[config.mk]
export PLATFORM = sky130hd
export DESIGN_NAME = approx_mult_ctrl
export DESIGN_NICKNAME = d
export VERILOG_FILES = /design/src/rtl/approx_mult_ctrl.sv
export SDC_FILE = /design/constraint.sdc
export NUM_CORES = 1
export LEC_CHECK = 0
export BUFFER_PORTS_ARGS = -buffer_cell sky130_fd_sc_hd__buf_2
export CAP_MARGIN = 20
export CORE_MARGIN = 4
export CORE_UTILIZATION = 50
export CTS_BUF_LIST = sky130_fd_sc_hd__clkbuf_4 sky130_fd_sc_hd__clkbuf_8 sky130_fd_sc_hd__clkbuf_16
export DETAILED_ROUTE_END_ITERATION = 10
export GPL_ROUTABILITY_DRIVEN = 1
export GPL_TIMING_DRIVEN = 0
export HOLD_SLACK_MARGIN = 0.15
export PLACE_DENSITY = 0.76
export SLEW_MARGIN = 10
export SYNTH_ARGS = -nofsm -noshare
export SYNTH_HDL_FRONTEND = slang
export SYNTH_SLANG_ARGS = --single-unit
[constraint.sdc]
create_clock -name clk -period 2.1 [get_ports clk]
set_clock_uncertainty 0.05 [all_clocks]
set_input_delay 0.105 -clock clk [delete_from_list [all_inputs] [get_ports clk]]
set_output_delay 0.105 -clock clk [all_outputs]
set_load 0.03 [all_outputs]
[src/rtl/approx_mult_ctrl.sv]
// Sequencing FSM for the approximate-multiplier datapath: load pair, normalise, multiply, shift, write.
// Define APPROX_CTRL_PAUSE_EN to add a pause input that freezes the run in place.
module approx_mult_ctrl #(
  parameter int unsigned PAIRS      = 8,
  parameter int unsigned NORM_LIMIT = 8
) (
  input  logic clk,
  input  logic rst,
  input  logic start,
`ifdef APPROX_CTRL_PAUSE_EN
  input  logic pause,
`endif
  input  logic lsb_cnt,
  input  logic co_cntr_ld,
  input  logic end_shift1,
  input  logic end_shift2,
  input  logic co_cnt_sh,
  output logic cntr_ld_init,
  output logic cntr_ld_en,
  output logic cntr_sh1_init,
  output logic cntr_sh2_init,
  output logic cntr_sh1_en,
  output logic cntr_sh2_en,
  output logic cntr_sh_ld,
  output logic cntr_sh_en,
  output logic en_sh_16bit,
  output logic sh_result_ld,
  output logic sh_result_shift,
  output logic wr_out_ram,
  output logic busy,
  output logic done
);

  localparam int unsigned PairW = (PAIRS > 1) ? $clog2(PAIRS) : 1;
  localparam int unsigned WdW   = (NORM_LIMIT > 1) ? $clog2(NORM_LIMIT) : 1;
  localparam logic [PairW-1:0] PairLast = PairW'(PAIRS - 1);
  localparam logic [WdW-1:0]   WdLast   = WdW'(NORM_LIMIT - 1);

  typedef enum logic [3:0] {
    StIdle, StInit, StLoadA, StLoadB, StNorm, StMult, StShift, StWrite, StDone
  } state_e;

  state_e           state_q, state_d;
  logic [PairW-1:0] pair_q, pair_d;
  logic [WdW-1:0]   wd_q, wd_d;
  logic             stall;

  logic ld_init_q, ld_en_q, sh_init_q, sh_ld_q, wr_q, busy_q, done_q;

  // The datapath steers words by lsb_cnt on its own.
  logic unused_lsb_cnt;
  assign unused_lsb_cnt = lsb_cnt;

`ifdef APPROX_CTRL_PAUSE_EN
  assign stall = pause && (state_q != StIdle) && (state_q != StDone);
`else
  assign stall = 1'b0;
`endif

  always_comb begin
    state_d = state_q;
    pair_d  = pair_q;
    wd_d    = wd_q;
    if (!stall) begin
      unique case (state_q)
        StIdle:  if (start) state_d = StInit;
        StInit: begin
          pair_d  = '0;
          wd_d    = '0;
          state_d = StLoadA;
        end
        StLoadA: state_d = StLoadB;
        StLoadB: begin
          wd_d    = '0;
          state_d = StNorm;
        end
        StNorm: begin
          // Watchdog caps normalisation so a stuck status pin cannot hang the run.
          if ((!end_shift1 && !end_shift2) || (wd_q == WdLast)) begin
            state_d = StMult;
          end else begin
            wd_d = wd_q + 1'b1;
          end
        end
        StMult:  state_d = StShift;
        StShift: if (co_cnt_sh) state_d = StWrite;
        StWrite: begin
          if ((pair_q == PairLast) || co_cntr_ld) begin
            state_d = StDone;
          end else begin
            pair_d  = pair_q + 1'b1;
            state_d = StLoadA;
          end
        end
        StDone:  state_d = StIdle;
        default: state_d = StIdle;
      endcase
    end
  end

  // Moore outputs are registered from the next state so they line up with state_q.
  always_ff @(posedge clk or negedge rst) begin
    if (!rst) begin
      state_q   <= StIdle;
      pair_q    <= '0;
      wd_q      <= '0;
      ld_init_q <= 1'b0;
      ld_en_q   <= 1'b0;
      sh_init_q <= 1'b0;
      sh_ld_q   <= 1'b0;
      wr_q      <= 1'b0;
      busy_q    <= 1'b0;
      done_q    <= 1'b0;
    end else begin
      state_q   <= state_d;
      pair_q    <= pair_d;
      wd_q      <= wd_d;
      ld_init_q <= (state_d == StInit);
      ld_en_q   <= (state_d == StLoadA) || (state_d == StLoadB);
      sh_init_q <= (state_d == StLoadB);
      sh_ld_q   <= (state_d == StMult);
      wr_q      <= (state_d == StWrite);
      busy_q    <= (state_d != StIdle);
      done_q    <= (state_d == StDone);
    end
  end

  assign cntr_ld_init    = ld_init_q & ~stall;
  assign cntr_ld_en      = ld_en_q & ~stall;
  assign en_sh_16bit     = ld_en_q & ~stall;
  assign cntr_sh1_init   = sh_init_q & ~stall;
  assign cntr_sh2_init   = sh_init_q & ~stall;
  assign cntr_sh_ld      = sh_ld_q & ~stall;
  assign sh_result_ld    = sh_ld_q & ~stall;
  assign wr_out_ram      = wr_q & ~stall;
  assign cntr_sh1_en     = (state_q == StNorm) & end_shift1 & ~stall;
  assign cntr_sh2_en     = (state_q == StNorm) & end_shift2 & ~stall;
  assign sh_result_shift = (state_q == StShift) & ~co_cnt_sh & ~stall;
  assign cntr_sh_en      = (state_q == StShift) & ~co_cnt_sh & ~stall;
  assign busy            = busy_q;
  assign done            = done_q;

endmodule

# After elaboration in Yosys (flattened, before gate mapping)
# Index checks and enable logic that the tools add are counted.
dict set report totals {
  register_bits 17
  out_inout_bits 14
  wordCells 55
}
dict set report op_classes {
  addsub 2
  eq_ne 17
  n_mux 9
  bitwise_logic 4
  n_reduce_logical 13
}
# operator count
set op_table {}
lappend op_table {{case mux 4 bit (8 select lines)} 1}
lappend op_table {{== test 4 x 3 -> 1 bit (second input constant)} 6}
lappend op_table {{== test 4 x 2 -> 1 bit (second input constant)} 4}
lappend op_table {{two-way mux 4 bit} 4}
lappend op_table {{case mux 3 bit (2 select lines)} 2}
lappend op_table {{== test 4 x 1 -> 1 bit (second input constant)} 2}
lappend op_table {{adder 3 x 1 -> 3 bit (second input constant)} 2}
lappend op_table {{== test 3 bit (second input constant)} 2}
lappend op_table {{two-way mux 3 bit} 2}
lappend op_table {{== test 4 bit (second input constant)} 1}
lappend op_table {{logical NOT 4 bit} 1}
lappend op_table {{inequality test 2 bit (second input constant)} 2}
lappend op_table {{AND reduction 2 bit} 2}
lappend op_table {{nonzero test 2 bit} 2}
lappend op_table {{nonzero test 4 bit} 1}
lappend op_table {{AND 1 bit} 3}
lappend op_table {{logical OR 1 bit} 3}
lappend op_table {{logical NOT 1 bit} 2}
lappend op_table {{OR reduction 2 bit} 1}
lappend op_table {{logical AND 1 bit} 1}
lappend op_table {{inverter 1 bit} 1}

# Depth between registers and ports, before layout
# Gate-level depths: netlist of run 1.
dict set report depth {
  ltp_word 7
  depth_mapped 6
  mapped_depth_nobuf 6
}

# Least setup slack after synthesis of run 1
# Ideal clock, no wire load.
dict set report synth_timing {
  path_kind {flip-flop to output port}
  start {register state_q[3]}
  end {output sh_result_shift}
  t_arrival_ns 1.721
  required_time_ns 1.945
  path_slack_ns 0.224
  stages_incl_launch_ff 4
  path_buffers 1
  cell_sequence {dfrtp_1 -> nand2b_1 -> nor3_1 -> buf_4}
}
dict set report synth_via {
  elab_chain_len 2
}
# item line_no
set synth_lines {}
lappend synth_lines {{start, declared} 43} ;# state_e state_q, state_d;
lappend synth_lines {{start signal, assigned} 104} ;# state_q <= StIdle;
lappend synth_lines {{start signal, assigned} 115} ;# state_q <= state_d;
lappend synth_lines {{== test 4 x 3 -> 1 bit} --}
lappend synth_lines {{AND 1 bit} --}
lappend synth_lines {{end, declared} 28} ;# output logic sh_result_shift,
# No other way between the ends.

# Final worst setup path of run 1
dict set report layout_timing {
  start {register pair_q[0]}
  end {register pair_q[0]}
}
dict set report layout_via {
  elab_chain_len 4
}
# item line_no
set layout_lines {}
lappend layout_lines {{start, declared} 44} ;# logic [PairW-1:0] pair_q, pair_d;
lappend layout_lines {{start signal, assigned} 116} ;# pair_q <= pair_d;
lappend layout_lines {{branches (longest 4 deep; another with adder 3 x 1 -> 3 bit)} --}
# Parallel ways; which one is timed is not known. The select of a mux whose other input is x is not followed.
# A chain may end at the register's enable or synchronous reset.

==> flow_summary_export.csv, run 1 <==
group,metric,value,unit
layout,nets,115,
timing,whs,191.9,ps
worst_setup_path,rr_worst_depth,6,
route,vias,618,
layout,multiInputGateArea,345.3,µm²
worst_setup_path,cpPeakStageDelay,400,ps
worst_setup_path,end_kind,"flip-flop",
clocking,cts_buffer_depth,2,
layout,syn2layout_area_growth,24.39,%
power_and_ir_drop,power.density,1381,nW/µm²
synth,synth_cells,73,
layout,seq_area,425.4,µm²
worst_setup_path,regToRegSetupSlack,230,ps
layout,fillers,113,
route,wire_per_inst,12.78,µm
place,post-place-cells,109,
worst_setup_path,cp.arrival,1990,ps
worst_setup_path,slowest_stage,"dfrtp_1",
power_and_ir_drop,leakage,0.5304,nW
power_and_ir_drop,irDropWorstVdd,0.6244,mV
die,die_x,48.52,µm
synth,ys_ff_latch,17,
timing,tightest_slew,399.3,ps
timing,fin_crit_sh,88.89,%
layout,layout-drive-gt1-share,35.29,%
global_routing,grt_pass1_wl,2.711,mm
clocking,clock-sinks,17,
synth,syn-cell-area,820.8,µm²
timing,finalSetupViolCount,0,
global_routing,grt_pass1_vias,621,
clocking,cts_root_buf,"clkbuf_4",
route,drtIter0Drc,4,
die,start_util,53.86,%
timing,fmax,535.7,MHz
worst_setup_path,crit_type,"reg2reg",
place,dp.final_hpwl,1.068,mm
global_routing,grt_max_degree,18,
worst_setup_path,critPathRequiredTime,2220,ps
hold_path,hold_path.class,"in2reg",
hold_path,whs_endpoint,"state_q[0]",
layout,layout.cells.non_filler,118,
worst_setup_path,r2r-end,"pair_q[0]",
synth,yosysWarnings,0,
place,portBuffers,20,
layout,num_antenna_cells,0,
route,via_per_inst,5.237,
timing,slew_headroom,73.18,%
die,die_h,48.52,µm
power_and_ir_drop,finalPower,0.001410,W
synth,syn_area_per_cell,11.24,µm²
route,drc,0,
flow_run,drv_cap,0,
clocking,clk_pin_slew,90,ps
clocking,cts_tree,"built",
route,ant_nets,0,
clocking,post_cts_buffers,0,
hold_path,hold_depth,3,
route,drt_first_pass_iters,4,
clocking,numCtsBuffers,3,
die,dieArea,2354,µm²
synth,synth_nets,85,
synth,seq_area_frac_synth,51.83,%
worst_setup_path,worstPathMaxFanout,4,
worst_setup_path,path_cells,"ha_1, ha_1, or2_0, o32ai_2, nand2b_1, mux2_2",
worst_setup_path,worstReg2RegStart,"pair_q[0]",
die,io_pins,22,
timing,fin_setup_tns,0,ps
place,gp_congestion,0.7100,
worst_setup_path,startpoint_type,"flip-flop",
global_routing,antenna_found_initial,0,
clocking,insertion_delay,280,ps
timing,finalHoldViolCount,0,
die,coreArea,1524,µm²
timing,slew_viol_final,0,
clocking,htree_levels,1,
worst_setup_path,crit_path_frequent_cell,"ha_1",
global_routing,gr-usage-all-layers,14.19,%
timing,period_needed,1867,ps
timing,rsz0062_at_grt,"no",
route,drt-total-wl,1.508,mm
layout,post-route-util,67.00,%
die,rows,14,
global_routing,overflow,0,
status,status,"finished, final reports clean",
hold_path,min-delay-start,"end_shift2",
synth,ys_types,28,
-- Yosys cell counts --
cell,count,area share [%]
nand2_1,8,3.7
and2_1,2,1.5
xor2_1,1,1.1
buf_6,1,1.4
ha_1,4,6.1
or2_0,1,0.76
o32ai_2,2,4.0
inv_1,1,0.46
a21boi_0,1,0.91
dfrtp_1,17,52
nor3_1,5,3.0
nand2b_1,3,2.3
buf_4,4,3.7
or2_2,1,0.76
mux2i_1,1,1.2
mux2_2,1,1.4
nor4_1,1,0.76
o21ai_1,2,1.2
a22o_1,2,2.1
or4b_4,1,1.7
nor2b_2,1,1.1
nor3b_1,2,1.8
nor2_1,6,2.7
o21bai_1,1,0.91
buf_2,1,0.61
xnor2_1,1,1.1
or2_1,1,0.76
o21ba_1,1,1.2
-- cell usage in the layout, fill, tap and decap left out, types with 2 or more instances in the layout --
master | Yosys | routed
a22o_1 | 2 | 2
and2_1 | 2 | 2
buf_2 | 1 | 21
buf_4 | 4 | 4
clkbuf_4 | 0 | 4
dfrtp_1 | 17 | 17
dlygate4sd3_1 | 0 | 5
ha_1 | 4 | 4
nand2_1 | 8 | 8
nand2b_1 | 3 | 3
nor2_1 | 6 | 6
nor3_1 | 5 | 5
nor3b_1 | 2 | 2
o21ai_1 | 2 | 2
o32ai_2 | 2 | 2
-- metal layers --
metal | vias up | global-route usage, % | share of wire (%)
li1 | 307 | - | -
met1 | 293 | 16.60 | 43
met2 | 16 | 24.78 | 51
met3 | 2 | 4.294 | 5.6
met4 | 0 | 4.036 | 0.53
met5 | - | 0 | 0
-- critical path: cells and delay by family (launching register included) --
kind                       cells  cell delay, ps
muxes                          1             270
and+or+nand+nor                2             430
adders and majority gates      2             370
AOI/OAI and AO/OA              1             250
DFF                            1             400
-- metrics by stage --
| step | setup WS [ps] | instance area (µm²) |
|---|---|---|
| floorplan | 224.1 | 820.8 |
| finish | 233.4 | 1021 |
| CTS | 224.4 | 1021 |
| global route | 92.31 | 1021 |
| global placement | 256.1 | 940.9 |
| detailed placement | 241.5 | 940.9 |
-- worst max-delay path by stage --
stage,start,endpoint,slack [ps],cells after the start
global route,pair_q[0],pair_q[0],90,6
finish,pair_q[0],pair_q[0],230,6
detailed placement,pair_q[0],pair_q[0],240,6
CTS,pair_q[0],pair_q[0],220,6
global placement,pair_q[0],pair_q[0],260,6
floorplan,state_q[3],sh_result_shift,220,3
-- registers in the layout, summed over array words and instances (netlist names) --
name           flops
busy               1
wr_out_ram         1
pair_q             3
cntr_ld_init       1
cntr_ld_en         1
cntr_sh_ld         1
cntr_sh1_init      1
done               1
state_q            4
wd_q               3
-- cell families after synthesis --
kind of cell	Yosys count	synth area share, %
buf+inv	7	6.097
mux	2	2.591
compound gates	9	10.37
fa+ha+maj	4	6.098
simple gates	32	20.88
xor+xnor	2	2.135
flops	17	51.83
-- power by group --
| part | internal, W | switching, W | leakage, nW |
|---|---|---|---|
| registers | 0.000434 | 0.0000628 | 0.221 |
| logic | 0.000291 | 0.000439 | 0.291 |
| clock network | 0.0000865 | 0.0000971 | 0.0184 |
-- timing repair --
| action | CTS | global route |
|---|---|---|
| hold endpoints to repair | 22 | 0 |
| gates resized for setup | 0 | 0 |
| hold buffers | 5 | 0 |
-- cell type report --
type | count | share of cell area (%)
Inverter | 1 | 0.3676
Tap cell | 16 | 1.961
Multi-Input combinational cell | 49 | 33.82
Clock buffer | 4 | 2.941
Buffer | 6 | 4.534
Sequential cell | 17 | 41.67
Timing Repair Buffer | 25 | 14.71
No activity file was read; power rests on OpenSTA's default activity.
==> run 2: changes to the inputs <==
--- a/config.mk
+++ b/config.mk
@@ -14,7 +14,7 @@
 export GPL_ROUTABILITY_DRIVEN = 1
 export GPL_TIMING_DRIVEN = 0
 export HOLD_SLACK_MARGIN = 0.15
-export PLACE_DENSITY = 0.76
+export PLACE_DENSITY = 0.82
 export SLEW_MARGIN = 10
 export SYNTH_ARGS = -nofsm -noshare
 export SYNTH_HDL_FRONTEND = slang
==> flow_summary_export.csv, run 2 (synthesized netlist as in run 1, its figures left out) <==
group,metric,value,unit
die,io_pins,22,
layout,nets,115,
place,portBuffers,20,
layout,stdcell_area,1018,µm²
layout,syn2layout_area_growth,24.09,%
worst_setup_path,critPathRequiredTime,2220,ps
die,die_x,48.52,µm
global_routing,grtUsageMet2,25.00,%
timing,period_needed,1898,ps
timing,fin_crit_sh,90.40,%
clocking,cts_root_buf,"clkbuf_4",
route,drtIter0Drc,4,
global_routing,grt.busiest_layer,"met2",
timing,fmax,526.8,MHz
status,status,"finished, final reports clean",
clocking,clk_pin_slew,100,ps
route,wire_per_inst,12.20,µm
timing,finalHoldViolCount,0,
global_routing,grt_max_degree,18,
worst_setup_path,regToRegSetupSlack,200,ps
timing,rsz0062_at_grt,"no",
power_and_ir_drop,irDropWorstVdd,0.7073,mV
global_routing,grt_use_met3,4.294,%
layout,final_common_cell,"buf_2",
layout,largest_reg_flops,4,
worst_setup_path,end_kind,"flip-flop",
hold_path,min-delay-start,"end_shift2",
global_routing,gr-usage-met1,15.87,%
route,drt-total-wl,1.440,mm
global_routing,gr-usage-all-layers,13.63,%
clocking,postCtsHoldBufs,5,
die,dieArea,2354,µm²
layout,multiInputGateArea,345.3,µm²
power_and_ir_drop,power.density,1370,nW/µm²
global_routing,grt_pass1_wl,2.677,mm
worst_setup_path,r2r-end,"pair_q[0]",
route,ant_nets,0,
timing,finalSetupViolCount,0,
clocking,cts-resized-gates,0,
worst_setup_path,crit_type,"reg2reg",
clocking,clock-sinks,17,
clocking,cts_buffer_depth,2,
clocking,insertion_delay,280,ps
place,dpl_cell_area,940.9,µm²
layout,largest_register,"state_q",
route,via_per_inst,5.008,
layout,final_cell_mix,"21 x buf_2, 17 x dfrtp_1, 8 x nand2_1, 6 x nor2_1",
power_and_ir_drop,finalPower,0.001396,W
hold_path,whs_endpoint,"state_q[0]",
flow_run,drv_cap,0,
worst_setup_path,startpoint_type,"flip-flop",
clocking,htree_levels,1,
timing,fin_setup_tns,0,ps
die,start_util,53.86,%
worst_setup_path,cp.arrival,2020,ps
die,die_h,48.52,µm
worst_setup_path,rr_worst_depth,6,
place,gp_congestion,0.7216,
layout,reg_top3,"state_q: 4 flops, pair_q: 3 flops, wd_q: 3 flops",
layout,seq_area,425.4,µm²
hold_path,hold_path.class,"in2reg",
place,dp.final_hpwl,1.053,mm
hold_path,hold_depth,3,
timing,fin_ws,201.7,ps
clocking,numCtsBuffers,3,
route,drt_first_pass_iters,3,
timing,tightest_slew,415.7,ps
die,rows,14,
clocking,cts_tree,"built",
worst_setup_path,worstPathMaxFanout,4,
die,coreArea,1524,µm²
timing,slew_headroom,72.08,%
global_routing,overflow,0,
route,drc,0,
layout,fillers,115,
place,place_ws,235.2,ps
worst_setup_path,worstReg2RegStart,"pair_q[0]",
power_and_ir_drop,leakage,0.5297,nW
route,vias,591,
layout,num_antenna_cells,0,
timing,slew_viol_final,0,
global_routing,grt_pass1_vias,606,
global_routing,antenna_found_initial,0,
layout,layout-drive-gt1-share,35.29,%
clocking,post_cts_buffers,0,
[run 2: cell types whose count changed in the layout (fill, tap and decap cells not counted), sizes merged]
cell	before	now
clkbuf	4	3
clkinv	0	1
[run 2: routing by layer]
metal / up-vias / wire length [µm]
met5: - / 0
met4: 0 / 0
met3: 0 / 86
met2: 13 / 715
met1: 274 / 638
li1: 304 / -
[run 2: worst max-delay path, cell delays in order (launching register included)]
cell,delay (ps)
dfrtp_1,410
ha_1,210
ha_1,170
or2_0,280
o32ai_2,260
nand2b_1,140
mux2_2,280
[run 2: worst max path at each step]
stage / startpoint / to / slack [ps] / depth (start not counted)
2_1_floorplan: state_q[3] / sh_result_shift / 220 / 3
3_5_place_dp: pair_q[0] / pair_q[0] / 240 / 6
4_1_cts: pair_q[0] / pair_q[0] / 220 / 6
3_3_place_gp: pair_q[0] / pair_q[0] / 270 / 6
6_report: pair_q[0] / pair_q[0] / 200 / 6
5_1_grt: state_q[3] / cntr_sh1_en / 140 / 4
[run 2: power by group]
group	leakage (nW)	switching (W)	internal [W]
Combinational	0.291	0.000435	0.000291
Clock	0.0177	0.000102	0.0000706
Sequential	0.221	0.0000632	0.000434
[run 2: per-stage QoR]
step / hold slack (ps) / utilization [%] / std cells
after floorplan: -240.6 / - / 73
after global placement: -7.332 / 61.74 / 109
after detailed placement: -0.4691 / 61.74 / 109
after CTS: 163.3 / 66.83 / 118
after global routing: 170.2 / 66.83 / 118
final: 170.0 / 66.83 / 118
[run 2: final cells by class]
class	count	area share [%]
Buffer	6	4.545
Sequential cell	17	41.77
Timing Repair Buffer	25	14.74
Clock inverter	1	0.4914
Clock buffer	3	2.211
Inverter	1	0.3685
Multi-Input combinational cell	49	33.91
Tap cell	16	1.966
==> run 3: changes to the inputs <==
==> constraint.sdc (replaced) <==
create_clock -name clk -period 2.1 [get_ports clk]
set_clock_uncertainty 0.05 [all_clocks]
set_input_delay 0.105 -clock clk [delete_from_list [all_inputs] [get_ports clk]]
set_output_delay 0.105 -clock clk [all_outputs]
set_load 0.05 [all_outputs]
==> flow_summary_export.csv, run 3 (synthesized netlist as in run 1, its figures left out) <==
group,metric,value,unit
status,status,"finished, final reports clean",
clocking,clk_pin_slew,90,ps
clocking,insertion_delay,280,ps
place,gp_congestion,0.7147,
die,die_x,48.52,µm
global_routing,antenna_found_initial,0,
timing,finalSetupViolCount,0,
route,drt_first_pass_iters,4,
layout,reg_top3,"state_q: 4 flops, pair_q: 3 flops, wd_q: 3 flops",
worst_setup_path,crit_type,"reg2out",
power_and_ir_drop,irDropWorstVdd,0.6091,mV
worst_setup_path,cp.arrival,1750,ps
power_and_ir_drop,clkPwrFrac,12.0,%
route,drtIter0Drc,4,
clocking,numCtsBuffers,3,
timing,period_needed,1909,ps
route,top_layer,"met3",
place,dp.final_hpwl,1.023,mm
route,drc,0,
clocking,htree_levels,1,
route,drt-met1-wl,639,µm
timing,fin_crit_sh,90.89,%
die,dieArea,2354,µm²
route,ant_nets,0,
clocking,clock-sinks,17,
route,via_per_inst,5.017,
worst_setup_path,critPathRequiredTime,1950,ps
global_routing,grt_pass1_wl,2.532,mm
worst_setup_path,startpoint_type,"flip-flop",
clocking,cts_root_buf,"clkbuf_4",
power_and_ir_drop,leakage,0.5314,nW
die,start_util,53.86,%
worst_setup_path,end_kind,"primary output",
worst_setup_path,regToRegSetupSlack,230,ps
hold_path,min-delay-start,"end_shift2",
layout,fillers,128,
layout,post-route-util,67.32,%
global_routing,gr-usage-all-layers,12.93,%
hold_path,whs_endpoint,"state_q[0]",
place,portBuffers,20,
timing,slew_viol_final,0,
route,vias,592,
timing,tightest_slew,415.6,ps
clocking,cts_buffer_depth,2,
layout,largest_register,"state_q",
place,place_ws,234.6,ps
route,wl_met2,707,µm
power_and_ir_drop,pwr-share-comb,55.5,%
global_routing,grt_pass1_vias,573,
hold_path,hold_depth,3,
layout,layout-drive-gt1-share,36.27,%
timing,whs,164.9,ps
layout,largest_reg_flops,4,
worst_setup_path,r2r-end,"pair_q[0]",
route,wire_per_inst,12.10,µm
route,wl_met3,82,µm
layout,num_antenna_cells,0,
timing,slew_headroom,72.08,%
flow_run,drv_cap,0,
layout,nets,115,
worst_setup_path,worstPathMaxFanout,8,
layout,syn2layout_area_growth,25.00,%
layout,final_common_cell,"buf_2",
worst_setup_path,worstReg2RegStart,"pair_q[0]",
clocking,cts-resized-gates,0,
global_routing,grt_max_degree,18,
timing,fin_setup_tns,0,ps
route,drt-total-wl,1.428,mm
timing,rsz0062_at_grt,"no",
power_and_ir_drop,p_sw,0.0007167,W
die,rows,14,
die,die_h,48.52,µm
die,io_pins,22,
power_and_ir_drop,power.density,1490,nW/µm²
die,coreArea,1524,µm²
timing,fin_ws,191.4,ps
global_routing,overflow,0,
timing,finalHoldViolCount,0,
power_and_ir_drop,swShare,46.88,%
layout,final_cell_mix,"21 x buf_2, 17 x dfrtp_1, 8 x nand2_1, 6 x nor2_1, 5 x dlygate4sd3_1",
timing,fmax,523.9,MHz
hold_path,hold_path.class,"in2reg",
power_and_ir_drop,p_int,0.0008122,W
power_and_ir_drop,p_seq_share,32.4,%
clocking,cts_tree,"built",
worst_setup_path,rr_worst_depth,6,
run 3: cell count changes in the layout (fill, tap and decap cells not counted), sizes merged:
cell    before  now
clkinv       1    0
clkbuf       3    4
run 3: cell type report:
| type | count | area (µm²) | area share [%] |
|---|---|---|---|
| Timing Repair Buffer | 25 | 150.1 | 14.63 |
| Clock buffer | 4 | 30.03 | 2.927 |
| Sequential cell | 17 | 425.4 | 41.46 |
| Tap cell | 16 | 20.02 | 1.951 |
| Multi-Input combinational cell | 49 | 350.3 | 34.15 |
| Buffer | 6 | 46.29 | 4.512 |
| Inverter | 1 | 3.754 | 0.3659 |
run 3: critical path, stage by stage (launching register included):
cell	delay, ps
dfrtp_1	470
nand2b_1	310
nor3_1	260
and2_1	170
buf_2	260
run 3: layer usage:
layer | track usage [%] | up-vias
met3 | 2.761 | 0
met2 | 21.52 | 13
met4 | 4.036 | 0
met5 | 0 | -
met1 | 16.67 | 270
li1 | - | 309
run 3: worst max path at each step:
stage	startpoint	depth (start not counted)	endpoint	slack, ps
floorplan	state_q[3]	3	sh_result_shift	240
global route	state_q[3]	4	cntr_sh1_en	80
detailed placement	pair_q[0]	6	pair_q[0]	230
finish	state_q[3]	4	cntr_sh1_en	190
global placement	pair_q[0]	6	pair_q[0]	270
CTS	pair_q[0]	6	pair_q[0]	210
run 3: what timing repair did:
action | 4_1_cts | 5_1_grt
setup endpoints to repair | 0 | 0
hold endpoints to repair | 22 | 0
setup buffers | 0 | 0
hold buffers | 5 | 0
run 3: metrics by stage:
step | instances | cell area, µm² | total power [W]
detailed placement | 109 | 945.9 | 0.001347
CTS | 118 | 1026 | 0.001542
floorplan | 73 | 825.8 | 0.001185
global route | 118 | 1026 | 0.001635
finish | 118 | 1026 | 0.001529
global placement | 109 | 945.9 | 0.001327
run 3: power groups by stage:
stage,registers [W],logic [W],clock network (W)
after floorplan,0.000632,0.000553,0
after global placement,0.000497,0.000830,0
after detailed placement,0.000503,0.000844,0
after CTS,0.000496,0.000855,0.000191
after global routing,0.000509,0.000917,0.000209
final,0.000496,0.000849,0.000184
